--- src/rtl/srt16_csa_otf_if.sv ---
// Bundles the operand and result buses of the SRT16 leaf cluster.
// The master side drives the operands; the slave side returns the results.
interface srt16_csa_otf_if;
  logic [9:0]  csa10_in_0, csa10_in_1, csa10_in_2;
  logic [9:0]  csa10_out_0, csa10_out_1;
  logic [37:0] csa38_in_0, csa38_in_1, csa38_in_2;
  logic [37:0] csa38_out_0, csa38_out_1;
  logic [31:0] otf_quotient, otf_quotientMinusOne;
  logic [4:0]  otf_selectedQuotientOH;
  logic [31:0] otf_out_quotient, otf_out_quotientMinusOne;

  modport master (
    output csa10_in_0, csa10_in_1, csa10_in_2,
    output csa38_in_0, csa38_in_1, csa38_in_2,
    output otf_quotient, otf_quotientMinusOne, otf_selectedQuotientOH,
    input  csa10_out_0, csa10_out_1, csa38_out_0, csa38_out_1,
    input  otf_out_quotient, otf_out_quotientMinusOne
  );

  modport slave (
    input  csa10_in_0, csa10_in_1, csa10_in_2,
    input  csa38_in_0, csa38_in_1, csa38_in_2,
    input  otf_quotient, otf_quotientMinusOne, otf_selectedQuotientOH,
    output csa10_out_0, csa10_out_1, csa38_out_0, csa38_out_1,
    output otf_out_quotient, otf_out_quotientMinusOne
  );
endinterface

--- src/rtl/srt16_csa_otf.sv ---
// Combinational leaf cluster for the radix-16 SRT iteration: two 3:2
// carry-save adders and a radix-4 on-the-fly quotient converter.

module srt16_csa_lane (
  input  logic a_i,
  input  logic b_i,
  input  logic c_i,
  output logic carry_o,
  output logic sum_o
);
  assign carry_o = (a_i & b_i) | (a_i & c_i) | (b_i & c_i);
  assign sum_o   = a_i ^ b_i ^ c_i;
endmodule

module srt16_csa #(
  parameter int W = 10
) (
  input  logic [W-1:0] in_0_i,
  input  logic [W-1:0] in_1_i,
  input  logic [W-1:0] in_2_i,
  output logic [W-1:0] carry_o,
  output logic [W-1:0] sum_o
);
  // Carry is left unshifted; the caller applies the extra weight.
  for (genvar i = 0; i < W; i++) begin : g_lane
    srt16_csa_lane u_lane (
      .a_i     (in_0_i[i]),
      .b_i     (in_1_i[i]),
      .c_i     (in_2_i[i]),
      .carry_o (carry_o[i]),
      .sum_o   (sum_o[i])
    );
  end
endmodule

module srt16_otf (
  input  logic [31:0] q_i,
  input  logic [31:0] qm_i,
  input  logic [4:0]  oh_i,
  output logic [31:0] q_o,
  output logic [31:0] qm_o
);
  logic [31:0] q_sh, qm_sh;
  logic [4:0][31:0] q_term, qm_term;

  assign q_sh  = {q_i[29:0], 2'b00};
  assign qm_sh = {qm_i[29:0], 2'b00};

  // Select index k corresponds to digit k-2.
  assign q_term[0]  = qm_sh | 32'd2;
  assign q_term[1]  = qm_sh | 32'd3;
  assign q_term[2]  = q_sh;
  assign q_term[3]  = q_sh  | 32'd1;
  assign q_term[4]  = q_sh  | 32'd2;
  assign qm_term[0] = qm_sh | 32'd1;
  assign qm_term[1] = qm_sh | 32'd2;
  assign qm_term[2] = qm_sh | 32'd3;
  assign qm_term[3] = q_sh;
  assign qm_term[4] = q_sh  | 32'd1;

  // AND-OR mux: a non-one-hot select ORs the chosen terms together.
  always_comb begin
    q_o  = '0;
    qm_o = '0;
    for (int k = 0; k < 5; k++) begin
      q_o  = q_o  | ({32{oh_i[k]}} & q_term[k]);
      qm_o = qm_o | ({32{oh_i[k]}} & qm_term[k]);
    end
  end
endmodule

module srt16_csa_otf (
  input  logic             clock,
  input  logic             reset,
  srt16_csa_otf_if.slave   bus
);
  // Clock and reset exist only for integration uniformity.
  logic unused_clk_rst;
  assign unused_clk_rst = clock ^ reset;

  srt16_csa #(.W(10)) u_csa10 (
    .in_0_i  (bus.csa10_in_0),
    .in_1_i  (bus.csa10_in_1),
    .in_2_i  (bus.csa10_in_2),
    .carry_o (bus.csa10_out_0),
    .sum_o   (bus.csa10_out_1)
  );

  srt16_csa #(.W(38)) u_csa38 (
    .in_0_i  (bus.csa38_in_0),
    .in_1_i  (bus.csa38_in_1),
    .in_2_i  (bus.csa38_in_2),
    .carry_o (bus.csa38_out_0),
    .sum_o   (bus.csa38_out_1)
  );

  srt16_otf u_otf (
    .q_i  (bus.otf_quotient),
    .qm_i (bus.otf_quotientMinusOne),
    .oh_i (bus.otf_selectedQuotientOH),
    .q_o  (bus.otf_out_quotient),
    .qm_o (bus.otf_out_quotientMinusOne)
  );
endmodule

--- src/flat_wrapper.sv ---
// flat-port wrapper written by rule: the top's interface ports become plain ports
module srt16_csa_otf_flat 
  (clock, reset, bus_csa10_in_0, bus_csa10_in_1, bus_csa10_in_2, bus_csa38_in_0, bus_csa38_in_1, bus_csa38_in_2, bus_otf_quotient, bus_otf_quotientMinusOne, bus_otf_selectedQuotientOH, bus_csa10_out_0, bus_csa10_out_1, bus_csa38_out_0, bus_csa38_out_1, bus_otf_out_quotient, bus_otf_out_quotientMinusOne);
  srt16_csa_otf_if bus_i ();
  input  logic clock;
  input  logic reset;
  input wire logic [$bits(bus_i.csa10_in_0)-1:0] bus_csa10_in_0;
  input wire logic [$bits(bus_i.csa10_in_1)-1:0] bus_csa10_in_1;
  input wire logic [$bits(bus_i.csa10_in_2)-1:0] bus_csa10_in_2;
  input wire logic [$bits(bus_i.csa38_in_0)-1:0] bus_csa38_in_0;
  input wire logic [$bits(bus_i.csa38_in_1)-1:0] bus_csa38_in_1;
  input wire logic [$bits(bus_i.csa38_in_2)-1:0] bus_csa38_in_2;
  input wire logic [$bits(bus_i.otf_quotient)-1:0] bus_otf_quotient;
  input wire logic [$bits(bus_i.otf_quotientMinusOne)-1:0] bus_otf_quotientMinusOne;
  input wire logic [$bits(bus_i.otf_selectedQuotientOH)-1:0] bus_otf_selectedQuotientOH;
  output wire logic [$bits(bus_i.csa10_out_0)-1:0] bus_csa10_out_0;
  output wire logic [$bits(bus_i.csa10_out_1)-1:0] bus_csa10_out_1;
  output wire logic [$bits(bus_i.csa38_out_0)-1:0] bus_csa38_out_0;
  output wire logic [$bits(bus_i.csa38_out_1)-1:0] bus_csa38_out_1;
  output wire logic [$bits(bus_i.otf_out_quotient)-1:0] bus_otf_out_quotient;
  output wire logic [$bits(bus_i.otf_out_quotientMinusOne)-1:0] bus_otf_out_quotientMinusOne;
  assign bus_i.csa10_in_0 = bus_csa10_in_0;
  assign bus_i.csa10_in_1 = bus_csa10_in_1;
  assign bus_i.csa10_in_2 = bus_csa10_in_2;
  assign bus_i.csa38_in_0 = bus_csa38_in_0;
  assign bus_i.csa38_in_1 = bus_csa38_in_1;
  assign bus_i.csa38_in_2 = bus_csa38_in_2;
  assign bus_i.otf_quotient = bus_otf_quotient;
  assign bus_i.otf_quotientMinusOne = bus_otf_quotientMinusOne;
  assign bus_i.otf_selectedQuotientOH = bus_otf_selectedQuotientOH;
  assign bus_csa10_out_0 = bus_i.csa10_out_0;
  assign bus_csa10_out_1 = bus_i.csa10_out_1;
  assign bus_csa38_out_0 = bus_i.csa38_out_0;
  assign bus_csa38_out_1 = bus_i.csa38_out_1;
  assign bus_otf_out_quotient = bus_i.otf_out_quotient;
  assign bus_otf_out_quotientMinusOne = bus_i.otf_out_quotientMinusOne;
  srt16_csa_otf u_core (.clock(clock), .reset(reset), .bus(bus_i));
endmodule
--- config.mk ---
export PLATFORM = sky130hd
export DESIGN_NAME = srt16_csa_otf_flat
export DESIGN_NICKNAME = d
export VERILOG_FILES = /design/src/rtl/srt16_csa_otf_if.sv /design/src/rtl/srt16_csa_otf.sv /design/src/flat_wrapper.sv
export SDC_FILE = /design/constraint.sdc
export NUM_CORES = 1
export LEC_CHECK = 0
export BUFFER_PORTS_ARGS = -buffer_cell sky130_fd_sc_hd__buf_4
export CORE_AREA = 2 2 145 147
export DETAILED_ROUTE_END_ITERATION = 7
export DIE_AREA = 0 0 147 149
export PLACE_DENSITY = 0.51
export SLEW_MARGIN = 20
export SYNTH_ARGS = -nofsm -noshare
export SYNTH_HDL_FRONTEND = slang
export SYNTH_SLANG_ARGS = --single-unit
--- constraint.sdc ---
create_clock -name vclk -period 1.4
set_clock_uncertainty 0.1 [all_clocks]
set_input_delay 0.21 -clock vclk [all_inputs]
set_output_delay 0.21 -clock vclk [all_outputs]
set_load 0.03 [all_outputs]
==> impl_metrics.env <==
export IMPL_routed_via_density=3.53
export IMPL_failed_checks="setup timing"
export IMPL_dpl_hpwl_mm=8.74
export IMPL_grtUsageTotal_pct=8.05
export IMPL_synth_warnings=0
export IMPL_postCtsSetupBuffers=0
export IMPL_multi_input_area_mm2=0.00157
export IMPL_post_route_cells_drive_above_1_share_pct=77.4
export IMPL_post_route_period_util_pct=114
export IMPL_grt_first_pass_wirelength_mm=14.4
export IMPL_seq_area_frac_synth_pct=0
export IMPL_synth_cell_type_count=10
export IMPL_drt_first_pass_iters=4
export IMPL_dieHeight_um=149
export IMPL_mappedNetlistArea_mm2=0.00234
export IMPL_avgSynthCellArea_um2=10.4
export IMPL_yosysTopAreaCellShare_pct=41.1
export IMPL_finalNetCount=760
export IMPL_fp_coreArea_mm2=0.0206
export IMPL_floorplan_die_area_mm2=0.0219
export IMPL_fillCellCount=2292
export IMPL_worstMarginPinSlew_ps=219
export IMPL_grt_pass1_vias=2665
export IMPL_critical_path_peak_fanout=20
export IMPL_grt_overflow_total=0
export IMPL_chipWidth_um=147
export IMPL_fin_tns_setup_ps=-7610
export IMPL_final_min_clock_period_ps=1590
export IMPL_postRouteWirelength_mm=10.1
export IMPL_num_rows=53
export IMPL_route_antenna_remaining_nets=0
export IMPL_final_clkbuf_count=0
export IMPL_post_synth_top_area_cell="fa_1"
export IMPL_timing_worst_setup_path_type="in2out"
export IMPL_cts_hold_fix_buffers=0
export IMPL_initial_core_utilization_pct=11.4
export IMPL_required_ps=1090
export IMPL_start_kind="primary input"
export IMPL_finalSetupViolations=60
export IMPL_final_core_density_pct=24.4
export IMPL_maximum_number_of_pins_on_one_net_before_global_route_repair=21
export IMPL_grt_setup_unrepaired="yes"
export IMPL_dp_cells=767
export IMPL_place_congestion=0.770
export IMPL_maxCapViolCount=0
export IMPL_power_per_cell_area_mw_per_mm2=554
export IMPL_detail_route_drc_violations=0
export IMPL_finalHoldViolations=0
export IMPL_seqCellArea_um2=0
export IMPL_total_leakage_power_nw=2.52
export IMPL_final_instance_count_excl_fill=770
export IMPL_area_delta_synth_final_pct=115
export IMPL_outcome="finished, violations left"
export IMPL_antennaDiodeCount=0
export IMPL_slew_headroom_pct=85.4
export IMPL_design_seq_count=0
export IMPL_wl_per_cell_um=13.1
export IMPL_layout_setup_ws_ps=-191
export IMPL_synth_area_top_cells="fa_1 (41%), buf_4 (31%), a22o_1 (22%)"
export IMPL_timing_fmax_ghz=0.629
export IMPL_postLayoutCellArea_mm2=0.00502
export IMPL_worst_endpoint_arrival_ps=1280
export IMPL_end_kind="primary output"
export IMPL_mappedNetlistNets=487
export IMPL_ioPinCount=375
export IMPL_syn_inst=224
export IMPL_placed_cell_area_mm2=0.00475
export IMPL_vias=2721
export IMPL_antenna_found_initial=0
export IMPL_final_max_slew_violation_count=0
export IMPL_vdd_ir_drop_max_mv=0.162
export IMPL_drtIter0Drc=98
export IMPL_hp_class="in2out"
export IMPL_placement_io_buffers=369
-- logic make-up after synthesis --
logic type      after synthesis  synth area share, %
compound gates               60                 22.5
fa+ha+maj                    48                 41.1
simple gates                  8                 2.36
buf+inv                     108                 34.0
-- synth_stat cells --
library cell / n
buf_6: 3
clkbuf_1: 3
buf_2: 6
or2_1: 2
or2_2: 2
or3_1: 3
buf_4: 96
a22o_1: 60
or3_4: 1
fa_1: 48
-- routing by layer --
layer / GRT usage (%) / vias to the layer above / part of all wire (%) / wire, µm
met5: 0 / - / 0 / 0
met1: 9.34 / 1290 / 34 / 3430
met2: 15.5 / 182 / 54 / 5500
li1: - / 1235 / - / -
met3: 1.50 / 14 / 9.9 / 1000
met4: 1.49 / 0 / 1.7 / 169
-- critical path: stages --
cell and delay (ps):
buf_8 100, or3_4 410, buf_12 170, a22o_1 220
buf_6 150
-- final cells by class --
type	count	share of cell area, %
multi-input combinational	118	31.3
tap	275	6.85
timing repair buffer	377	61.8
-- report_power, final --
| part | total [mW] | leakage, nW | switching (mW) | internal, mW |
|---|---|---|---|---|
| clock | 0 | 0 | 0 | 0 |
| combinational | 2.78 | 2.52 | 1.53 | 1.25 |
| sequential | 0 | 0 | 0 | 0 |
-- final timing paths --
check / from / end / slack, ps / cells after the start
min: bus_otf_selectedQuotientOH[4] / bus_otf_out_quotient[1] / 640 / 3
max: bus_otf_selectedQuotientOH[2] / bus_otf_out_quotient[6] / -190 / 5
-- repair_timing --
item                                    in CTS  in global routing
gates cloned                                 3                  0
hold endpoints to repair                     0                  0
pin swaps                                   10                  8
endpoints found under the setup margin      60                 60
resized for setup                           63                  0
-- placed cells by master, fill, tap and decap left out --
cell and n:
buf_12 3, or3_1 2, buf_6 54, or2_1 2, buf_8 2, fa_1 48, a22o_1 60, buf_16 1
or2_2 1, or3_4 4, buf_4 317, or2_4 1
-- per-stage QoR --
stage / worst slack [ps] / hold WS [ps] / total power [mW]
2_1_floorplan: 12.3 / 563 / 1.77
3_3_place_gp: -249 / 646 / 2.67
3_5_place_dp: -260 / 655 / 2.68
4_1_cts: -174 / 641 / 2.81
5_1_grt: -197 / 659 / 2.95
6_report: -191 / 641 / 2.78
Power figures use the tool's default switching activity.
